**src/rtl/banked_frame_memory.sv**
```systemverilog
// Single-port, lane-banked frame/command memory with per-lane write masking and a zero-fill clear engine.
// Optional build macro FRAME_MEM_PARITY_EN adds one stored even-parity bit per lane and drives ParityErr.
module banked_frame_memory #(
  parameter int NUM_LANES = 12,
  parameter int LANE_W    = 8,
  parameter int ADDR_W    = 3
) (
  input  logic                        clk,
  input  logic                        rst,
  input  logic                        CS_bar,
  input  logic                        WE_bar,
  input  logic [ADDR_W-1:0]           Address,
  input  logic [NUM_LANES-1:0]        WrMask,
  input  logic [NUM_LANES*LANE_W-1:0] DataIn,
  output logic [NUM_LANES*LANE_W-1:0] DataOut,
  output logic                        RdValid,
  input  logic                        ClearStart,
  output logic                        Busy,
  output logic                        ClearDone,
  output logic                        ParityErr
);

  localparam int DEPTH  = 2 ** ADDR_W;
  localparam int DATA_W = NUM_LANES * LANE_W;
  localparam logic [ADDR_W:0] LAST_WORD = (ADDR_W + 1)'(DEPTH - 1);

  typedef enum logic {IDLE, CLEAR} state_t;

  state_t            state;
  logic [ADDR_W:0]   clr_cnt;
  logic [DATA_W-1:0] mem [DEPTH];

  logic              ext_access;
  logic              ext_wr;
  logic              ext_rd;
  logic              clr_wr;
  logic [ADDR_W-1:0] clr_addr;

  // An access coinciding with a clear request is dropped, as is everything while clearing.
  assign ext_access = (state == IDLE) && !CS_bar && !ClearStart;
  assign ext_wr     = ext_access && !WE_bar;
  assign ext_rd     = ext_access && WE_bar;
  assign clr_wr     = (state == CLEAR);
  assign clr_addr   = clr_cnt[ADDR_W-1:0];

`ifdef FRAME_MEM_PARITY_EN
  logic [NUM_LANES-1:0] par_mem [DEPTH];
  logic [NUM_LANES-1:0] wr_par;
  logic [NUM_LANES-1:0] rd_mismatch;

  always_comb begin
    wr_par      = '0;
    rd_mismatch = '0;
    for (int unsigned i = 0; i < NUM_LANES; i++) begin
      wr_par[i]      = ^DataIn[i*LANE_W +: LANE_W];
      rd_mismatch[i] = (^mem[Address][i*LANE_W +: LANE_W]) ^ par_mem[Address][i];
    end
  end
`endif

  // Array writes are blocked during reset so a reset mid-clear leaves the current word untouched.
  always_ff @(posedge clk) begin
    if (!rst) begin
      if (clr_wr) begin
        mem[clr_addr] <= '0;
`ifdef FRAME_MEM_PARITY_EN
        par_mem[clr_addr] <= '0;
`endif
      end else if (ext_wr) begin
        for (int unsigned i = 0; i < NUM_LANES; i++) begin
          if (WrMask[i]) begin
            mem[Address][i*LANE_W +: LANE_W] <= DataIn[i*LANE_W +: LANE_W];
`ifdef FRAME_MEM_PARITY_EN
            par_mem[Address][i] <= wr_par[i];
`endif
          end
        end
      end
    end
  end

  always_ff @(posedge clk) begin
    if (rst) begin
      state     <= IDLE;
      clr_cnt   <= '0;
      Busy      <= 1'b0;
      ClearDone <= 1'b0;
      RdValid   <= 1'b0;
      DataOut   <= '0;
`ifdef FRAME_MEM_PARITY_EN
      ParityErr <= 1'b0;
`endif
    end else begin
      ClearDone <= 1'b0;
      RdValid   <= 1'b0;
`ifdef FRAME_MEM_PARITY_EN
      ParityErr <= 1'b0;
`endif
      case (state)
        IDLE: begin
          if (ClearStart) begin
            state   <= CLEAR;
            clr_cnt <= '0;
            Busy    <= 1'b1;
          end else if (ext_rd) begin
            DataOut <= mem[Address];
            RdValid <= 1'b1;
`ifdef FRAME_MEM_PARITY_EN
            ParityErr <= |rd_mismatch;
`endif
          end
        end
        CLEAR: begin
          if (clr_cnt == LAST_WORD) begin
            state     <= IDLE;
            Busy      <= 1'b0;
            ClearDone <= 1'b1;
          end else begin
            clr_cnt <= clr_cnt + 1'b1;
          end
        end
        default: state <= IDLE;
      endcase
    end
  end

`ifndef FRAME_MEM_PARITY_EN
  assign ParityErr = 1'b0;
`endif

endmodule

```
**config.mk**
```make
export PLATFORM = sky130hd
export DESIGN_NAME = banked_frame_memory
export DESIGN_NICKNAME = d
export VERILOG_FILES = /design/src/rtl/banked_frame_memory.sv
export SDC_FILE = /design/constraint.sdc
export NUM_CORES = 1
export LEC_CHECK = 0
export ABC_AREA = 1
export CAP_MARGIN = 15
export CORE_ASPECT_RATIO = 0.5
export CORE_MARGIN = 5
export CORE_UTILIZATION = 63
export DETAILED_ROUTE_END_ITERATION = 12
export GPL_TIMING_DRIVEN = 0
export PLACE_DENSITY = 0.84
export RECOVER_POWER = 25
export SKIP_CTS_REPAIR_TIMING = 1
export SLEW_MARGIN = 20
export SYNTH_ARGS = -nofsm -noshare
export SYNTH_HDL_FRONTEND = slang
export SYNTH_SLANG_ARGS = --single-unit
```
**constraint.sdc**
```tcl
create_clock -name clk -period 4.25 [get_ports clk]
set_input_delay 0.6375 -clock clk [delete_from_list [all_inputs] [get_ports clk]]
set_output_delay 0.6375 -clock clk [all_outputs]
set_load 0.02 [all_outputs]
```
==> impl_metrics.env <==
export IMPL_status="completed"
export IMPL_reg2reg_depth=10
export IMPL_cap_violations=0
export IMPL_syn_nets=2842
export IMPL_grt_max_degree=18
export IMPL_ir_drop_uv=310
export IMPL_ios=216
export IMPL_drive_gt1_share_pct=5.80
export IMPL_finalSetupViolations=0
export IMPL_cp_cell_sequence="dlygate4sd3_1 -> nor2_1 -> nand3_4 -> a21oi_1 -> nor2_1 -> nand3_1 -> buf_6 -> clkbuf_1 -> buf_2 -> nand2_1 -> inv_1"
export IMPL_fin_cells=3784
export IMPL_startpoint_type="input port"
export IMPL_synth_most_common_cell="edfxtp_1"
export IMPL_clk_path_buf_depth=3
export IMPL_rr_endpoint="mem[4][89]"
export IMPL_routabilityCongestion=0.914
export IMPL_hold_viol_final=0
export IMPL_hold_class="input port to flop"
export IMPL_die_x_um=338
export IMPL_synth_edf_count=768
export IMPL_setup_tns_ps=0
export IMPL_cp_data_arrival_time_ps=4450
export IMPL_area_growth_pct=15.8
export IMPL_synthTopCellsByArea="edfxtp_1 68%, o21ai_0 8.5%, dfxtp_1 6.1%, nor2_1 5.6%, o221ai_1 2.5%"
export IMPL_ys_async_sr_fraction_pct=0
export IMPL_cts_root_buffer="clkbuf_16"
export IMPL_layout_min_cycle_time_ps=4020
export IMPL_dr_total_vias=25300
export IMPL_routed_wl_um=97900
export IMPL_finalClockSkew_ps=17.4
export IMPL_track_usage_pct=32.3
export IMPL_dr_pass1_iters=6
export IMPL_worst_setup_path_type="input port to flop"
export IMPL_grt_pass1_vias=24500
export IMPL_worst_skew_pair_late_latency_ps=630
export IMPL_cpPeakStageDelay_ps=930
export IMPL_synth_top_area_cell="edfxtp_1"
export IMPL_critPathBufInv=5
export IMPL_worst_slew_pin_slew_ps=1220
export IMPL_antenna_found_initial=1
export IMPL_drt_iter0_drc=4121
export IMPL_sw_frac_of_total_pct=23.3
export IMPL_die_area_um2=58900
export IMPL_p_leak_nw=13.7
export IMPL_relSlewSlack_pct=18.4
export IMPL_critPathTopFamily="buffers and inverters"
export IMPL_ys_flop_type="edfxtp_1"
export IMPL_seq_area_frac_synth_pct=74.0
export IMPL_p_seq_share_pct=53.7
export IMPL_drc_errors=0
export IMPL_clock_sinks=872
export IMPL_end_kind="flop"
export IMPL_vias_per_cell=6.68
export IMPL_hold_ws_ps=505
export IMPL_yosysWarnings=0
export IMPL_power_frac_comb_pct=7.9
export IMPL_cp_endpoint="mem[4][89]"
export IMPL_htree_levels=3
export IMPL_rows=60
export IMPL_fillers=3139
export IMPL_fin_util_pct=73.4
export IMPL_netlist_top_cells_count="768 x edfxtp_1, 577 x o21ai_0, 508 x nor2_1, 168 x clkbuf_1, 123 x nand2_1"
export IMPL_start_util_pct=63.4
export IMPL_final_area_um2=39300
export IMPL_placedInstanceArea_um2=37000
export IMPL_crit_cells=11
export IMPL_path_max_fanout=10
export IMPL_internal_power_mw=13.6
export IMPL_max_freq_mhz=249
export IMPL_die_y_um=174
export IMPL_antenna_diode_count=0
export IMPL_fin_crit_sh_pct=94.5
export IMPL_syn_area_um2=34000
export IMPL_netlist_cell_type_count=30
export IMPL_p_per_area_nw_per_um2=451
export IMPL_ys_seq_elements=872
export IMPL_wl_per_cell_um=25.9
export IMPL_p_switching_mw=4.12
export IMPL_cts_tree="done"
export IMPL_path_common_cell="nor2_1"
export IMPL_grt_ovfl_total=0
export IMPL_layout_nets=3129
export IMPL_syn_area_per_cell_um2=12.5
export IMPL_r2r_start="clr_wr"
export IMPL_drv_slew=0
export IMPL_clkTransAtPathRegs_ps=70
export IMPL_cts_made_buffers=73
export IMPL_portBuffers=212
export IMPL_dp_cells=3650
export IMPL_worstSetupStartpoint="ClearStart"
export IMPL_final_antenna_net_count=0
export IMPL_synth_cells=2725
export IMPL_synth_top_area_share_pct=67.9
export IMPL_grt_pass1_wl_um=144000
export IMPL_rsz0062_at_grt="false"
export IMPL_coreArea_um2=53500
export IMPL_hpwl_um=62000
export IMPL_worst_path_max_delay_cell="clkbuf_1"
export IMPL_required_ps=4690
export IMPL_clkPwrFrac_pct=38.4
export IMPL_rrSetupSlack_ps=480
power by group through the flow:
| stage | Sequential (mW) | Clock [mW] | Combinational [mW] |
|---|---|---|---|
| floorplan | 9.73 | 0 | 0.670 |
| global placement | 9.69 | 0 | 1.29 |
| detailed placement | 9.69 | 0 | 1.35 |
| CTS | 9.51 | 6.72 | 1.36 |
| global route | 9.51 | 7.12 | 1.47 |
| finish | 9.51 | 6.81 | 1.40 |
per-layer routing:
layer  GRT usage, %  share of wire [%]
met1           41.1                 33
met2           50.8                 46
met3           9.22                 14
met4           17.4                6.5
met5           1.28               0.19
layout make-up:
class / count / area [um2] / area share, %
repair buffers: 212 / 2120 / 5.40
plain buffers: 202 / 856 / 2.18
inverters: 110 / 413 / 1.05
multi-input cells: 1541 / 7520 / 19.1
clock inverters: 35 / 334 / 0.850
flip-flops and latches: 872 / 25100 / 64.0
well taps: 713 / 892 / 2.27
clock buffers: 99 / 2030 / 5.16
registers in the layout (all words and copies together), names as in the netlist:
register,flops
clr_wr,1
mem,768
clr_cnt,4
DataOut,96
RdValid,1
Busy,1
ClearDone,1
worst register-to-register path, delay by kind of cell (launching register included):
kind            cells  cell delay [ps]
simple gates        5             1000
flops               1              400
buf+inv             4             1870
compound gates      1              320
cell families (layout without fill, tap and decap cells):
logic type,count (synthesis),after routing,share of synthesized area [%]
adders and majority gates,1,1,0.0368
AOI/OAI and AO/OA,876,876,14.4
and+or+nand+nor,662,662,7.73
xor gates and xnor gates,1,1,0.0258
DFF,872,872,74.0
other,1,1,0.0110
buffers and inverters,312,658,3.76
worst min-delay path by stage:
stage	from	endpoint	slack, ps	depth (start not counted)
5_1_grt	rst	Busy	550	2
3_5_place_dp	clr_cnt[0]	clr_cnt[0]	500	1
4_1_cts	rst	clr_cnt[1]	240	2
6_report	rst	clr_cnt[1]	510	2
3_3_place_gp	clr_cnt[0]	clr_cnt[0]	490	1
2_1_floorplan	clr_cnt[0]	clr_cnt[0]	470	1
per-stage QoR:
step / total power, mW / setup WS [ps]
3_5_place_dp: 11.0 / 213
5_1_grt: 18.1 / 304
2_1_floorplan: 10.4 / 1590
6_report: 17.7 / 234
4_1_cts: 17.6 / 827
3_3_place_gp: 11.0 / 219
cell usage in the layout, fill, tap and decap left out, types with 4 or more instances in the layout:
| master | instances |
|---|---|
| buf_2 | 14 |
| nand2_1 | 123 |
| nor2_1 | 510 |
| nand3_2 | 8 |
| a21oi_1 | 101 |
| dfxtp_1 | 104 |
| o21ai_0 | 577 |
| nand2_2 | 4 |
| dlygate4sd3_1 | 100 |
| clkdlybuf4s50_1 | 112 |
| clkinvlp_4 | 4 |
| a21oi_2 | 5 |
| nand4_1 | 8 |
| o22ai_1 | 96 |
| clkbuf_1 | 189 |
| o221ai_1 | 96 |
| clkinv_2 | 16 |
| clkbuf_16 | 77 |
| bufinv_16 | 6 |
| buf_1 | 7 |
| inv_2 | 23 |
| clkinv_1 | 9 |
| edfxtp_1 | 768 |
| buf_6 | 10 |
| inv_1 | 85 |
No activity file was read; power rests on OpenSTA's default activity.
